### src/rtl/floor_display_sched.sv
// floor_display_sched
// Time-shares the single floor hex digit between the car's current floor and
// queued "floor announced" events. Idle shows the current floor (blinking
// while the doors are open); each queued announcement is shown for a fixed
// hold time after a blank gap. Drives the floor_t input of hex_display.

module floor_display_sched #(
  parameter int unsigned HOLD_CYCLES = 25_000_000,
  parameter int unsigned GAP_CYCLES  = 5_000_000,
  parameter int unsigned BLINK_HALF  = 12_500_000,
  parameter int unsigned DEPTH       = 4
) (
  input  logic       clk,
  input  logic       rst,
  input  logic [3:0] cur_floor,
  input  logic       door_open,
  input  logic       req_valid,
  input  logic [3:0] req_floor,
  output logic       req_ready,
  output logic [3:0] disp_value,
  output logic       busy,
  output logic       drop_err
);

  // Any value above 9 renders as all segments off in the decoder.
  localparam logic [3:0] BLANK     = 4'hF;
  localparam logic [3:0] MAX_FLOOR = 4'd9;

  // The segment counter only ever times GAP and ANNOUNCE.
  localparam int unsigned MAX_SEG = (HOLD_CYCLES > GAP_CYCLES) ? HOLD_CYCLES : GAP_CYCLES;
  localparam int unsigned CW      = (MAX_SEG > 1) ? $clog2(MAX_SEG) : 1;
  localparam int unsigned BW      = (BLINK_HALF > 1) ? $clog2(BLINK_HALF) : 1;
  localparam int unsigned PW      = (DEPTH > 1) ? $clog2(DEPTH) : 1;
  localparam int unsigned CNTW    = PW + 1;

  localparam logic [CW-1:0]   GAP_LOAD   = CW'(GAP_CYCLES - 1);
  localparam logic [CW-1:0]   HOLD_LOAD  = CW'(HOLD_CYCLES - 1);
  localparam logic [BW-1:0]   BLINK_LAST = BW'(BLINK_HALF - 1);
  localparam logic [CNTW-1:0] FULL_CNT   = CNTW'(DEPTH);

  typedef enum logic [1:0] {
    IDLE     = 2'd0,
    GAP      = 2'd1,
    ANNOUNCE = 2'd2
  } state_t;

  // ---------------------------------------------------------------------------
  // Announcement FIFO
  // ---------------------------------------------------------------------------
  logic [3:0]      mem [DEPTH];
  logic [PW-1:0]   wr_ptr;
  logic [PW-1:0]   rd_ptr;
  logic [CNTW-1:0] count;

  logic push;   // handshake completed this cycle
  logic store;  // handshake completed with a displayable floor
  logic pop;    // head moves into the held register this cycle

  assign req_ready = (count != FULL_CNT);
  assign push      = req_valid && req_ready;
  assign store     = push && (req_floor <= MAX_FLOOR);

  // Pointer and occupancy bookkeeping; pointers wrap naturally at DEPTH.
  always_ff @(posedge clk or posedge rst) begin
    // NOTE: every clocked block uses non-blocking assignments so all registers
    // update together from the values of the previous cycle.
    if (rst) begin
      wr_ptr <= '0;
      rd_ptr <= '0;
      count  <= '0;
    end else begin
      if (store) wr_ptr <= wr_ptr + 1'b1;
      if (pop)   rd_ptr <= rd_ptr + 1'b1;
      unique case ({store, pop})
        2'b10:   count <= count + 1'b1;
        2'b01:   count <= count - 1'b1;
        default: count <= count;
      endcase
    end
  end

  // Entry storage; contents are only ever read behind a valid count.
  always_ff @(posedge clk) begin
    // NOTE: the storage array has no reset; emptiness is defined by the reset
    // pointers and count, so clearing the array would only cost logic.
    if (store) mem[wr_ptr] <= req_floor;
  end

  // ---------------------------------------------------------------------------
  // Sequencer state
  // ---------------------------------------------------------------------------
  state_t        state, state_d;
  logic [CW-1:0] seg_cnt, seg_cnt_d;
  logic [3:0]    held, held_d;
  logic [BW-1:0] blink_cnt, blink_cnt_d;
  logic          blink_vis, blink_vis_d;
  logic [3:0]    disp_d;
  logic          busy_d;
  logic          drop_d;

  // State, counters and registered outputs.
  always_ff @(posedge clk or posedge rst) begin
    if (rst) begin
      state      <= IDLE;
      seg_cnt    <= '0;
      held       <= BLANK;
      blink_cnt  <= '0;
      blink_vis  <= 1'b1;
      disp_value <= BLANK;
      busy       <= 1'b0;
      drop_err   <= 1'b0;
    end else begin
      state      <= state_d;
      seg_cnt    <= seg_cnt_d;
      held       <= held_d;
      blink_cnt  <= blink_cnt_d;
      blink_vis  <= blink_vis_d;
      disp_value <= disp_d;
      busy       <= busy_d;
      drop_err   <= drop_d;
    end
  end

  // Next-state, segment timing, blink phase and next display value.
  always_comb begin
    // NOTE: every variable gets a default before the case so no path can
    // leave one unassigned and infer a latch.
    state_d     = state;
    seg_cnt_d   = seg_cnt;
    held_d      = held;
    disp_d      = disp_value;
    pop         = 1'b0;
    // Blink timing restarts visible whenever it is not actively running; this
    // covers both a door_open rising edge and every entry into IDLE.
    blink_cnt_d = '0;
    blink_vis_d = 1'b1;

    unique case (state)
      IDLE: begin
        if (count != '0) begin
          // A pending announcement preempts blinking; floor shown steady.
          state_d   = GAP;
          seg_cnt_d = GAP_LOAD;
          disp_d    = cur_floor;
        end else if (door_open) begin
          disp_d = blink_vis ? cur_floor : BLANK;
          if (blink_cnt == BLINK_LAST) begin
            blink_cnt_d = '0;
            blink_vis_d = ~blink_vis;
          end else begin
            blink_cnt_d = blink_cnt + 1'b1;
            blink_vis_d = blink_vis;
          end
        end else begin
          disp_d = cur_floor;
        end
      end

      GAP: begin
        disp_d = BLANK;
        if (seg_cnt == '0) begin
          pop       = 1'b1;
          held_d    = mem[rd_ptr];
          state_d   = ANNOUNCE;
          seg_cnt_d = HOLD_LOAD;
        end else begin
          seg_cnt_d = seg_cnt - 1'b1;
        end
      end

      ANNOUNCE: begin
        // door_open is deliberately ignored while an announcement is up.
        disp_d = held;
        if (seg_cnt == '0) begin
          if (count != '0) begin
            state_d   = GAP;
            seg_cnt_d = GAP_LOAD;
          end else begin
            state_d = IDLE;
          end
        end else begin
          seg_cnt_d = seg_cnt - 1'b1;
        end
      end

      default: begin
        state_d   = IDLE;
        seg_cnt_d = '0;
        disp_d    = BLANK;
      end
    endcase
  end

  // Status outputs registered alongside disp_value.
  always_comb begin
    busy_d = (state != IDLE) || (count != '0);
    drop_d = push && (req_floor > MAX_FLOOR);
  end

endmodule

### config.mk
export PLATFORM = sky130hd
export DESIGN_NAME = floor_display_sched
export DESIGN_NICKNAME = d
export VERILOG_FILES = /design/src/rtl/floor_display_sched.sv
export SDC_FILE = /design/constraint.sdc
export NUM_CORES = 1
export LEC_CHECK = 0
export CORE_AREA = 5 5 100 102
export CTS_BUF_LIST = sky130_fd_sc_hd__clkbuf_8 sky130_fd_sc_hd__clkbuf_16
export CTS_CLUSTER_DIAMETER = 80
export DETAILED_ROUTE_END_ITERATION = 7
export DIE_AREA = 0 0 105 107
export PLACE_DENSITY_LB_ADDON = 0.2
export SYNTH_ARGS = -nofsm -noshare
export SYNTH_HDL_FRONTEND = slang
export SYNTH_SLANG_ARGS = --single-unit
### constraint.sdc
create_clock -name clk -period 5.9 [get_ports clk]
set_input_delay 0.59 -clock clk [delete_from_list [all_inputs] [get_ports clk]]
set_output_delay 0.59 -clock clk [all_outputs]
set_load 0.03 [all_outputs]
## Yosys cells after proc, flatten, opt, wreduce, memory -nomap -nowiden

Memories as Yosys holds them, arrays and structs flattened. A register that Yosys moved wholly into a read port is not among the register bits.
Index checks and enable logic that the tools add are counted.

| word-level totals | value |
|---|---|
| flip-flop bits (word level) | 65 |
| memory bits (writable) | 16 |
| input bits | 12 |
| output and inout bits | 7 |
| word-level logic and storage cells | 67 |
| memories kept | 1 |

Memory list:

| name | depth | width | rd ports | clocked after Yosys merged registers in | wr ports | line | RTL |
|---|---|---|---|---|---|---|---|
| mem | 4 | 4 | 1 | 1 | 1 | 50 | `logic [3:0] mem [DEPTH];` |

| operators by class | value |
|---|---|
| add/subtract/negate cells | 6 |
| $lt $le $gt $ge | 2 |
| equality and inequality tests | 10 |
| mux-type cells | 26 |
| bitwise operators | 1 |
| reduce and logical (&&, ||, !) cells | 11 |

Operators with widths:

| operator | count |
|---|---|
| 24-bit 2-to-1 mux | 4 |
| 25-bit 2-to-1 mux | 3 |
| 25-bit one-hot mux with 3 select lines | 1 |
| 25-bit logical NOT | 1 |
| 25-bit by 1-bit subtractor with 25-bit output (second input constant) | 1 |
| 24-bit by 1-bit adder with 24-bit output (second input constant) | 1 |
| 24-bit equality test (second input constant) | 1 |
| 4-bit 2-to-1 mux | 3 |
| 1-bit 2-to-1 mux | 9 |
| 4-bit one-hot mux with 2 select lines | 1 |
| 2-bit 2-to-1 mux | 3 |
| 2-bit inequality test (second input constant) | 3 |
| 2-bit one-hot mux with 3 select lines | 1 |
| 3-bit one-hot mux with 2 select lines | 1 |
| 2-bit by 1-bit adder with 2-bit output (second input constant) | 2 |
| 2-bit by 1-bit equality test with 1-bit output (second input constant) | 2 |
| 2-bit equality test (second input constant) | 2 |
| 4-bit > comparator (second input constant) | 1 |
| 4-bit less-or-equal comparator (second input constant) | 1 |
| 4-bit inequality test (second input constant) | 1 |
| 2-bit nonzero test | 2 |
| 3-bit by 1-bit adder with 3-bit output (second input constant) | 1 |
| 1-bit logical AND | 3 |
| 3-bit inequality test (second input constant) | 1 |
| other kinds (7) | 7 |

## Depth between registers and ports, before layout

Gate-level depths: netlist (run 1).

| logic depth | value |
|---|---|
| word-level depth | 5 |
| mapped depth | 14 |
| depth with buffers taken out | 12 |

## Worst setup path after synthesis (run 1)

No wires, ideal clock.

| path | value |
|---|---|
| path kind | register -> register |
| from | register seg_cnt[0] |
| to | register count[2] |
| library setup time | 0.079 ns |
| arrival | 3.124 ns |
| data required time | 5.821 ns |
| setup slack | 2.697 ns |
| cell stages (with the launch flop) | 15 |
| path buffers | 2 |
| period minus slack after synthesis | 3.203 ns |
| path through | dfrtp_1 > inv_1 > ha_1 > nor4b_1 > and4_1 > clkbuf_1 > nand2_1 > clkbuf_1 > nor2_1 > ha_1 > inv_1 > fa_1 > xor2_1 > nor2_1 > xor2_1 |

| between the ends | value |
|---|---|
| cells in the longest elaborated chain, start to end | 5 |
| elaborated cells between the ends (all ways) | 7 |
| classes of those cells | eq/ne (2); mux (3); reduce/logical (2) |

RTL lines:

| element | line | RTL |
|---|---|---|
| start, declared | 93 | `logic [CW-1:0] seg_cnt, seg_cnt_d;` |
| start signal, assigned | 114 | `seg_cnt <= seg_cnt_d;` |
| 25-bit logical NOT * | 161 | `if (seg_cnt == '0) begin` |
| 1-bit 2-to-1 mux * | 161 |  |
| 1-bit 2-to-1 mux * | 138 | `unique case (state)` |
| via pop | 57 | `logic pop;` |
| 2-bit by 1-bit equality test with 1-bit output / 2-bit equality test (equally long branches) | 74 | `unique case ({store, pop})` |
| 3-bit one-hot mux with 2 select lines / 2-bit nonzero test (equally long branches) | -- |  |
| end signal, assigned | 75 | `2'b10: count <= count + 1'b1;` |
| end signal, assigned | 76 | `2'b01: count <= count - 1'b1;` |
| end signal, assigned | 77 | `default: count <= count;` |
| end, declared | 53 | `logic [CNTW-1:0] count;` |

The timed path passes the listed nets; every way through them passes the cells marked *.
A chain may end at the register's enable or synchronous reset.

## Worst setup path in the final report (run 1)

Ends and elaborated chain as after synthesis.

==> results.toml, run 1 <==
[logic_synthesis]
yosysSeqAreaShare_pct = 49.37
netlist_instances = 432
ys_async_sr_fraction_pct = 81.18
synth_area_per_cell_sq_um = 10.40
synth_area_sq_um = 4493
synth_cell_type_count = 68
synth-edff-count = 16
synth_ff_type = "dfrtp_1"
yosys_warnings = 0
ys_ff_latch = 85
syn_nets = 452

[pwr]
p_per_area_nw_per_um2 = 252.9
peakVddDrop_uv = 208.5
power_leakage_nw = 1.913
power_mw = 1.255

[clock_network]
clk_pin_slew_ns = 0.09
tritoncts = "done"
cts_setup_buffers = 0
cts_buffers = 9
cts.sinks = 85
htreeDepth = 3
clock_latency_ns = 0.36
clockBufferDepth = 2
postCtsHoldBufs = 0
root_buffer = "clkbuf_8"
cts_resized = 0

[floorplan]
fp.dieW_um = 105
dieArea_sq_um = 11240
core_area_sq_um = 9021
initial_core_util_pct = 49.81
die_y_um = 107
ios = 19
row_count = 35

[timing]
clock_skew_ns = 0.008149
setup_tns_ns = 0
max_slew_margin_pct = 27.19
fin_ws_ns = 2.173
post-route-period-util_pct = 63.18
fmax_ghz = 0.2683
worst_slew_pin_slew_ns = 1.082
rsz0062_at_grt = "false"
post-route-min-period_ns = 3.727
setup_viol = 0
slew_violations = 0
hold_viol = 0

[global_route]
track_usage_pct = 17.58
grt_overflow = 0
grt_max_degree = 70
grt_pass1_wl_um = 16180
grt_pass1_vias = 3359
antenna_found_initial = 0

[setup_path]
timing_worst_setup_path_type = "reg -> reg"
arrival_ns = 4.01
crit_path_max_fanout = 11
critPathLaunchType = "register"
critical_path_required_ns = 6.18
cp-end-kind = "register"

[placement]
port_buffers = 18
hpwlAfterDp_um = 6559
placed_cell_area_sq_um = 4737
gp_congestion = 0.8848
pre_cts_slack_ns = 2.253

[detailed_routing]
drtPass1Iterations = 4
via_per_inst = 6.145
wirelength_um = 9604
vias = 3435
wl_per_cell_um = 17.18
ant_nets = 0
drc = 0
drt-initial-drc-count = 196

[status]
status = "finished, final reports clean"

[finish]
final_common_cell = "dfrtp_1"
fillers = 772
most-common-layout-cells = "60 x dfrtp_1, 43 x nor2_1, 20 x xor2_1, 19 x inv_1"
seqCellArea_sq_um = 2218
nets = 463
diodes = 0
drive_gt1_share_pct = 9.598
syn2layout_area_growth_pct = 10.47
final_area_sq_um = 4964
multi_input_area_sq_um = 2106

[job]
max_cap_viol_count = 0

[worst_hold_path]
worstHoldPathType = "reg -> reg"
[layout make-up]
class                   count  share of cell area, %
clock buffers               9                  2.496
clock inverters             7                  2.067
inverters                  21                  1.588
multi-input cells         306                  42.43
flip-flops and latches     85                  44.69
well taps                 111                  2.798
repair buffers             20                  3.932
[path summary, 6_finish.rpt]
path,end,cells past startpoint,startpoint,slack [ns]
worst max-delay path,count[2],12,seg_cnt[0],2.17
min in group asynchronous,wr_ptr[1],3,rst,0.82
max in group asynchronous,seg_cnt[7],3,rst,4.53
worst max register to register,count[2],12,seg_cnt[0],2.17
worst min register to register,blink_cnt[0],1,blink_cnt[0],0.49
worst min-delay path,blink_cnt[0],1,blink_cnt[0],0.49
[power breakdown]
part           total (mW)  switching (mW)  internal [mW]
clock               0.473           0.228          0.245
combinational       0.131          0.0802         0.0504
sequential          0.651          0.0193          0.632
[synthesized netlist by cell type (3+ instances only)]
library cell / count / share of area, %
edfxtp_1: 16 / 11
nor4_1: 11 / 1.5
dfrtp_1: 60 / 33
clkbuf_1: 17 / 1.4
nand4_1: 15 / 2.1
o22a_1: 4 / 0.78
o32ai_1: 5 / 0.97
xor2_1: 20 / 3.9
and4_1: 5 / 0.97
nor2_1: 43 / 3.6
o221ai_1: 4 / 0.78
mux2_2: 4 / 1.0
mux4_2: 4 / 2.0
dfstp_2: 9 / 5.3
a22oi_1: 3 / 0.50
nand3_1: 17 / 1.9
and2_1: 7 / 0.97
and3_1: 7 / 0.97
o21ai_0: 13 / 1.4
inv_1: 20 / 1.7
o21ai_1: 7 / 0.78
o211ai_1: 8 / 1.3
xnor2_1: 13 / 2.5
or4_1: 4 / 0.67
nand2_1: 18 / 1.5
a211oi_1: 5 / 0.84
a21oi_1: 14 / 1.6
nor3_1: 18 / 2.0
ha_1: 7 / 1.9
nand2b_1: 5 / 0.70
or3_1: 5 / 0.70
[routing by layer]
metal  routed length [um]  GRT usage [%]  up-vias  part of all wire, %
li1                     -              -     1633                    -
met1                 4256          23.70     1649                   44
met2                 4530          27.65      125                   47
met3                  520          2.830       28                  5.4
met5                    0              0        -                    0
met4                  297          8.493        0                  3.1
[metrics by stage]
stage / cells / hold WS (ns) / utilization (%)
after floorplan: 432 / 0.4549 / -
after global placement: 543 / 0.4756 / 52.51
after detailed placement: 543 / 0.4876 / 52.51
after CTS: 559 / 0.5015 / 55.02
after global routing: 559 / 0.5381 / 55.02
final: 559 / 0.4937 / 55.02
[logic make-up after synthesis]
logic type,after synthesis,share of synthesized area (%)
compound gates,87,13.92
xor+xnor,33,6.433
fa+ha+maj,10,2.840
buf+inv,41,3.759
flops,85,49.37
mux,9,3.230
simple gates,167,20.44
[worst max-delay path, stage by stage (launching register included)]
cell and delay, ns:
dfrtp_1 0.44, inv_1 0.08, ha_1 0.18, nor4b_1 0.80, and4_1 0.45, nand2_1 0.30
nor2_1 0.30, ha_1 0.23, inv_1 0.06, fa_1 0.37, xor2_1 0.15, nor2_1 0.13
xor2_1 0.16
[sequential cells by signal, indices dropped and copies added (netlist names)]
name        cells
busy            1
state           2
held            4
disp_value      4
blink_vis       1
wr_ptr          2
seg_cnt        25
rd_ptr          2
blink_cnt      24
count           3
drop_err        1
mem            16
Note: power is estimated with default switching activity, not from simulation.
==> inputs of run 2 (changes only) <==
==> constraint.sdc (replaced) <==
create_clock -name clk -period 3.5 [get_ports clk]
set_input_delay 0.35 -clock clk [delete_from_list [all_inputs] [get_ports clk]]
set_output_delay 0.35 -clock clk [all_outputs]
set_load 0.03 [all_outputs]
==> run 2 against run 1 <==
Against the previous run:
- clock-buffer cell count is the same
- maximum frequency up 27%
- combinational power grew 72%
- largest cell class unchanged
- register-to-register slack got worse by 1.6 ns
- via count down 1.3%
- critical path depth decreased by 1
- routed wire length rose by 2.1%
- critical endpoint unchanged
- worst hold slack worse by 0.048 ns
- die area is the same
- sequential share of layout area decreased by 0.74 points
- largest power group unchanged
- global-route usage rose by 0.95 points
- non-clock buffer count rose by 14
- highest routed layer unchanged
==> results.toml, run 2 (synthesized netlist as in run 1, its figures left out) <==
[detailed_routing]
vias = 3392
via_per_inst = 5.920
wl_per_cell_um = 17.11
drc = 0
drtPass1Iterations = 4
ant_nets = 0
drt-initial-drc-count = 153
wirelength_um = 9806

[clock_network]
cts_buffers = 9
tritoncts = "done"
htreeDepth = 3
cts_setup_buffers = 0
clockBufferDepth = 2
cts_resized = 0
cts.sinks = 85
clock_latency_ns = 0.37
root_buffer = "clkbuf_8"
clk_pin_slew_ns = 0.10
postCtsHoldBufs = 0

[finish]
drive_gt1_share_pct = 12.34
nets = 477
largest_reg_flops = 25
final_util_pct = 55.95
largest-register = "seg_cnt"
final_common_cell = "dfrtp_1"
most-common-layout-cells = "60 x dfrtp_1, 43 x nor2_1, 20 x xor2_1, 19 x inv_1"
diodes = 0
reg.largest.list = "seg_cnt (25), blink_cnt (24), mem (16)"
syn2layout_area_growth_pct = 12.34

[setup_path]
timing_worst_setup_path_type = "reg -> reg"
critical_path_required_ns = 3.78
reg2reg_depth = 11
crit_path_max_fanout = 10
arrival_ns = 3.21
rr_endpoint = "count[2]"
critPathLaunchType = "register"
startpoint = "seg_cnt[10]"
r2r_start = "seg_cnt[10]"
r2r_slack_ns = 0.56
cp-end-kind = "register"

[global_route]
grt_pass1_vias = 3396
track_usage_pct = 18.53
grt_pass1_wl_um = 16770
antenna_found_initial = 0
grt_max_degree = 37
grt_overflow = 0

[placement]
hpwlAfterDp_um = 6959
gp_congestion = 0.8608
port_buffers = 18

[floorplan]
fp.dieW_um = 105
ios = 19
die_y_um = 107
core_area_sq_um = 9021
row_count = 35
initial_core_util_pct = 49.81
dieArea_sq_um = 11240

[worst_hold_path]
worstHoldPathType = "in -> async"

[timing]
setup_tns_ns = 0
post-route-period-util_pct = 83.90
slew_violations = 0
fmax_ghz = 0.3405
setup_viol = 0
clock_skew_ns = 0.01556
max_slew_margin_pct = 26.48
worst_slew_pin_slew_ns = 1.093
rsz0062_at_grt = "false"
hold_viol = 0
post-route-min-period_ns = 2.937

[pwr]
p_per_area_nw_per_um2 = 400.1
p_switching_mw = 0.5855
power_leakage_nw = 1.970
peakVddDrop_uv = 332.7
switching_share_pct = 29.00
p_int_mw = 1.434
pwr-share-clk_pct = 34.4
power_frac_seq_pct = 54.5
power_frac_comb_pct = 11.1

[job]
max_cap_viol_count = 0

[status]
status = "finished, final reports clean"
run 2: cell count changes in the layout (fill, tap and decap cells not counted), sizes merged:
cell and change:
buf +14, bufinv -2, inv +2
run 2: critical path, stage by stage (launching register included):
cell and delay (ns):
dfrtp_1 0.50, or4_4 0.58, nor4b_4 0.21, buf_4 0.20, nand2_1 0.08, nor2_1 0.19
ha_1 0.21, inv_1 0.06, fa_1 0.37, xor2_1 0.15, nor2_1 0.12, xor2_1 0.18
run 2: layout make-up:
| cell class | instances | area, sq um |
|---|---|---|
| clock buffers | 9 | 123.9 |
| clock inverters | 7 | 68.82 |
| fillers | 803 | 3974 |
| inverters | 21 | 78.83 |
| multi-input cells | 306 | 2106 |
| flip-flops and latches | 85 | 2218 |
| well taps | 111 | 138.9 |
| repair buffers | 34 | 312.8 |
run 2: per-layer routing:
layer / wire [um] / vias to the layer above / GRT usage (%) / part of all wire, %
li1: - / 1659 / - / -
met1: 4489 / 1638 / 25.05 / 46
met2: 4620 / 78 / 29.50 / 47
met3: 476 / 17 / 3.492 / 4.9
met4: 220 / 0 / 7.306 / 2.2
met5: 0 / - / 0 / 0
run 2: worst max path at each step:
| stage | end | slack (ns) | cells past startpoint |
|---|---|---|---|
| after floorplan | count[2] | 0.30 | 14 |
| after global placement | count[2] | 0.70 | 11 |
| after detailed placement | count[2] | 0.59 | 11 |
| after CTS | count[2] | 0.56 | 11 |
| after global routing | count[2] | 0.32 | 13 |
| final | count[2] | 0.56 | 11 |
run 2: power groups by stage:
stage	combinational, mW	clock [mW]	sequential, mW
after floorplan	0.146	0	1.11
after global placement	0.214	0	1.11
after detailed placement	0.227	0	1.12
after CTS	0.229	0.719	1.10
after global routing	0.258	0.774	1.11
final	0.225	0.694	1.10
run 2: per-stage QoR:
stage	worst slack (ns)	hold WS (ns)	total power [mW]	std cells	instance area, sq um
floorplan	0.2965	0.4105	1.258	432	4493
global placement	0.6974	0.4719	1.329	557	4855
detailed placement	0.5910	0.4782	1.347	557	4855
CTS	0.5589	0.4693	2.048	573	5047
global route	0.3226	0.4947	2.141	573	5047
finish	0.5635	0.4459	2.019	573	5047
==> inputs of run 3 (changes only) <==
==> constraint.sdc (replaced) <==
create_clock -name clk -period 2.93 [get_ports clk]
set_input_delay 0.293 -clock clk [delete_from_list [all_inputs] [get_ports clk]]
set_output_delay 0.293 -clock clk [all_outputs]
set_load 0.03 [all_outputs]
==> run 3 against run 2 <==
Against the previous run:
- setup slack got worse by 0.38 ns
- clock-buffer cell count up 1
- cell area rose by 1.3%
- clock power grew 22%
- routed wire length fell by 0.17%
- first-iteration DRC count rose by 80%
- maximum frequency up 6.9%
- final cell count rose by 0.87%
- critical path depth shrank 1
- highest routed layer unchanged
- combinational power grew 17%
==> results.toml, run 3 (synthesized netlist as in run 1, its figures left out) <==
[global_route]
grt_use_met2_pct = 28.01
antenna_found_initial = 0
grt_max_degree = 36
grt_pass1_vias = 3450
grt_use_met3_pct = 3.070
grt.busiest_layer = "met2"
track_usage_pct = 18.51
grt_overflow = 0
grtUsageMet1_pct = 25.92
grt_pass1_wl_um = 16940

[finish]
nets = 482
syn2layout_area_growth_pct = 13.81
diodes = 0
largest-register = "seg_cnt"
fillers = 801
final_common_cell = "dfrtp_1"
seqCellArea_sq_um = 2218
reg.largest.list = "seg_cnt (25), blink_cnt (24), mem (16)"
final_util_pct = 56.69
most-common-layout-cells = "60 x dfrtp_1, 42 x nor2_1, 20 x xor2_1, 20 x buf_4, 19 x inv_1"
largest_reg_flops = 25
multi_input_area_sq_um = 2126
drive_gt1_share_pct = 13.92

[clock_network]
clockBufferDepth = 2
cts_resized = 0
cts_setup_buffers = 0
clock_latency_ns = 0.37
root_buffer = "clkbuf_8"
cts.sinks = 85
tritoncts = "done"
postCtsHoldBufs = 0
htreeDepth = 3
clk_pin_slew_ns = 0.09
cts_buffers = 9

[timing]
max_slew_margin_pct = 42.31
setup_viol = 0
clock_skew_ns = 0.009375
setup_tns_ns = 0
slew_violations = 0
fmax_ghz = 0.3642
post-route-period-util_pct = 93.72
fin_hold_ws_ns = 0.2111
hold_viol = 0
worst_slew_pin_slew_ns = 0.8654
post-route-min-period_ns = 2.746
rsz0062_at_grt = "false"

[setup_path]
cp-end-kind = "register"
timing_worst_setup_path_type = "reg -> reg"
arrival_ns = 3.04
critPathLaunchType = "register"
crit_path_max_fanout = 6
critical_path_required_ns = 3.23
reg2reg_depth = 10

[floorplan]
fp.dieW_um = 105
row_count = 35
dieArea_sq_um = 11240
ios = 19
core_area_sq_um = 9021
initial_core_util_pct = 49.81
die_y_um = 107

[pwr]
p_int_mw = 1.749
peakVddDrop_uv = 304.4
power_frac_seq_pct = 54.1
pwr-share-clk_pct = 35.0
p_per_area_nw_per_um2 = 473.8
p_switching_mw = 0.6741
power_frac_comb_pct = 10.9
power_mw = 2.423
power_leakage_nw = 1.990
switching_share_pct = 27.82

[detailed_routing]
vias = 3523
wl_per_cell_um = 16.94
drc = 0
wirelength_um = 9789
drt-initial-drc-count = 275
drtPass1Iterations = 5
via_per_inst = 6.095
ant_nets = 0

[job]
max_cap_viol_count = 0

[status]
status = "finished, final reports clean"

[placement]
hpwlAfterDp_um = 6920
port_buffers = 18
gp_congestion = 0.8826

[worst_hold_path]
worstHoldPathType = "in -> async"
## run 3: cell count changes in the layout (fill, tap and decap cells not counted)
cell        previous run  this run
nor4b_1                1         0
clkbuf_16              0         1
clkinv_4               1         2
inv_6                  3         1
buf_4                 15        20
nor4b_4                1         2
ha_1                   7         6
nor2_2                 0         1
nor2_1                43        42
ha_2                   0         1
inv_8                  3         1
clkinvlp_4             0         2
## run 3: final timing paths
kind / start / endpoint / slack (ns)
hold reg to reg: blink_cnt[0] / blink_cnt[0] / 0.49
min in group clk: req_valid / drop_err / 0.46
setup reg to reg: seg_cnt[11] / count[2] / 0.18
setup / recovery: seg_cnt[11] / count[2] / 0.18
max in group asynchronous: rst / blink_vis / 2.10
hold / removal: rst / blink_cnt[1] / 0.21
## run 3: power groups by stage
stage	combinational (mW)	clock [mW]	sequential, mW
floorplan	0.175	0	1.33
CTS	0.268	0.863	1.31
global route	0.299	0.912	1.32
finish	0.264	0.847	1.31
global placement	0.260	0	1.33
detailed placement	0.268	0	1.34
## run 3: metal layers
layer	share of wire, %	up-vias	wire (um)
met5	0	-	0
li1	-	1663	-
met4	3.0	0	292
met3	4.6	26	450
met1	46	1735	4458
met2	47	99	4588
## run 3: worst max-delay path, stage by stage, from the launching register on
cell	delay, ns
dfrtp_1	0.45
or4_4	0.58
nor4b_4	0.29
nand2_1	0.12
nor2_2	0.18
ha_2	0.22
inv_1	0.05
fa_1	0.37
xor2_1	0.15
nor2_1	0.11
xor2_1	0.16
## run 3: stage by stage
step | instance area [sq um] | worst slack, ns | std cells
after floorplan | 4517 | 0.002139 | 432
after global placement | 4912 | 0.3019 | 562
after detailed placement | 4912 | 0.2123 | 562
after CTS | 5114 | 0.1987 | 578
after global routing | 5114 | 0.04090 | 578
final | 5114 | 0.1840 | 578
## run 3: final cells by class
cell class	count	area share (%)
clock buffers	10	2.912
flip-flops and latches	85	43.38
well taps	111	2.716
inverters	21	1.541
repair buffers	39	6.851
multi-input cells	306	41.57
clock inverters	6	1.028
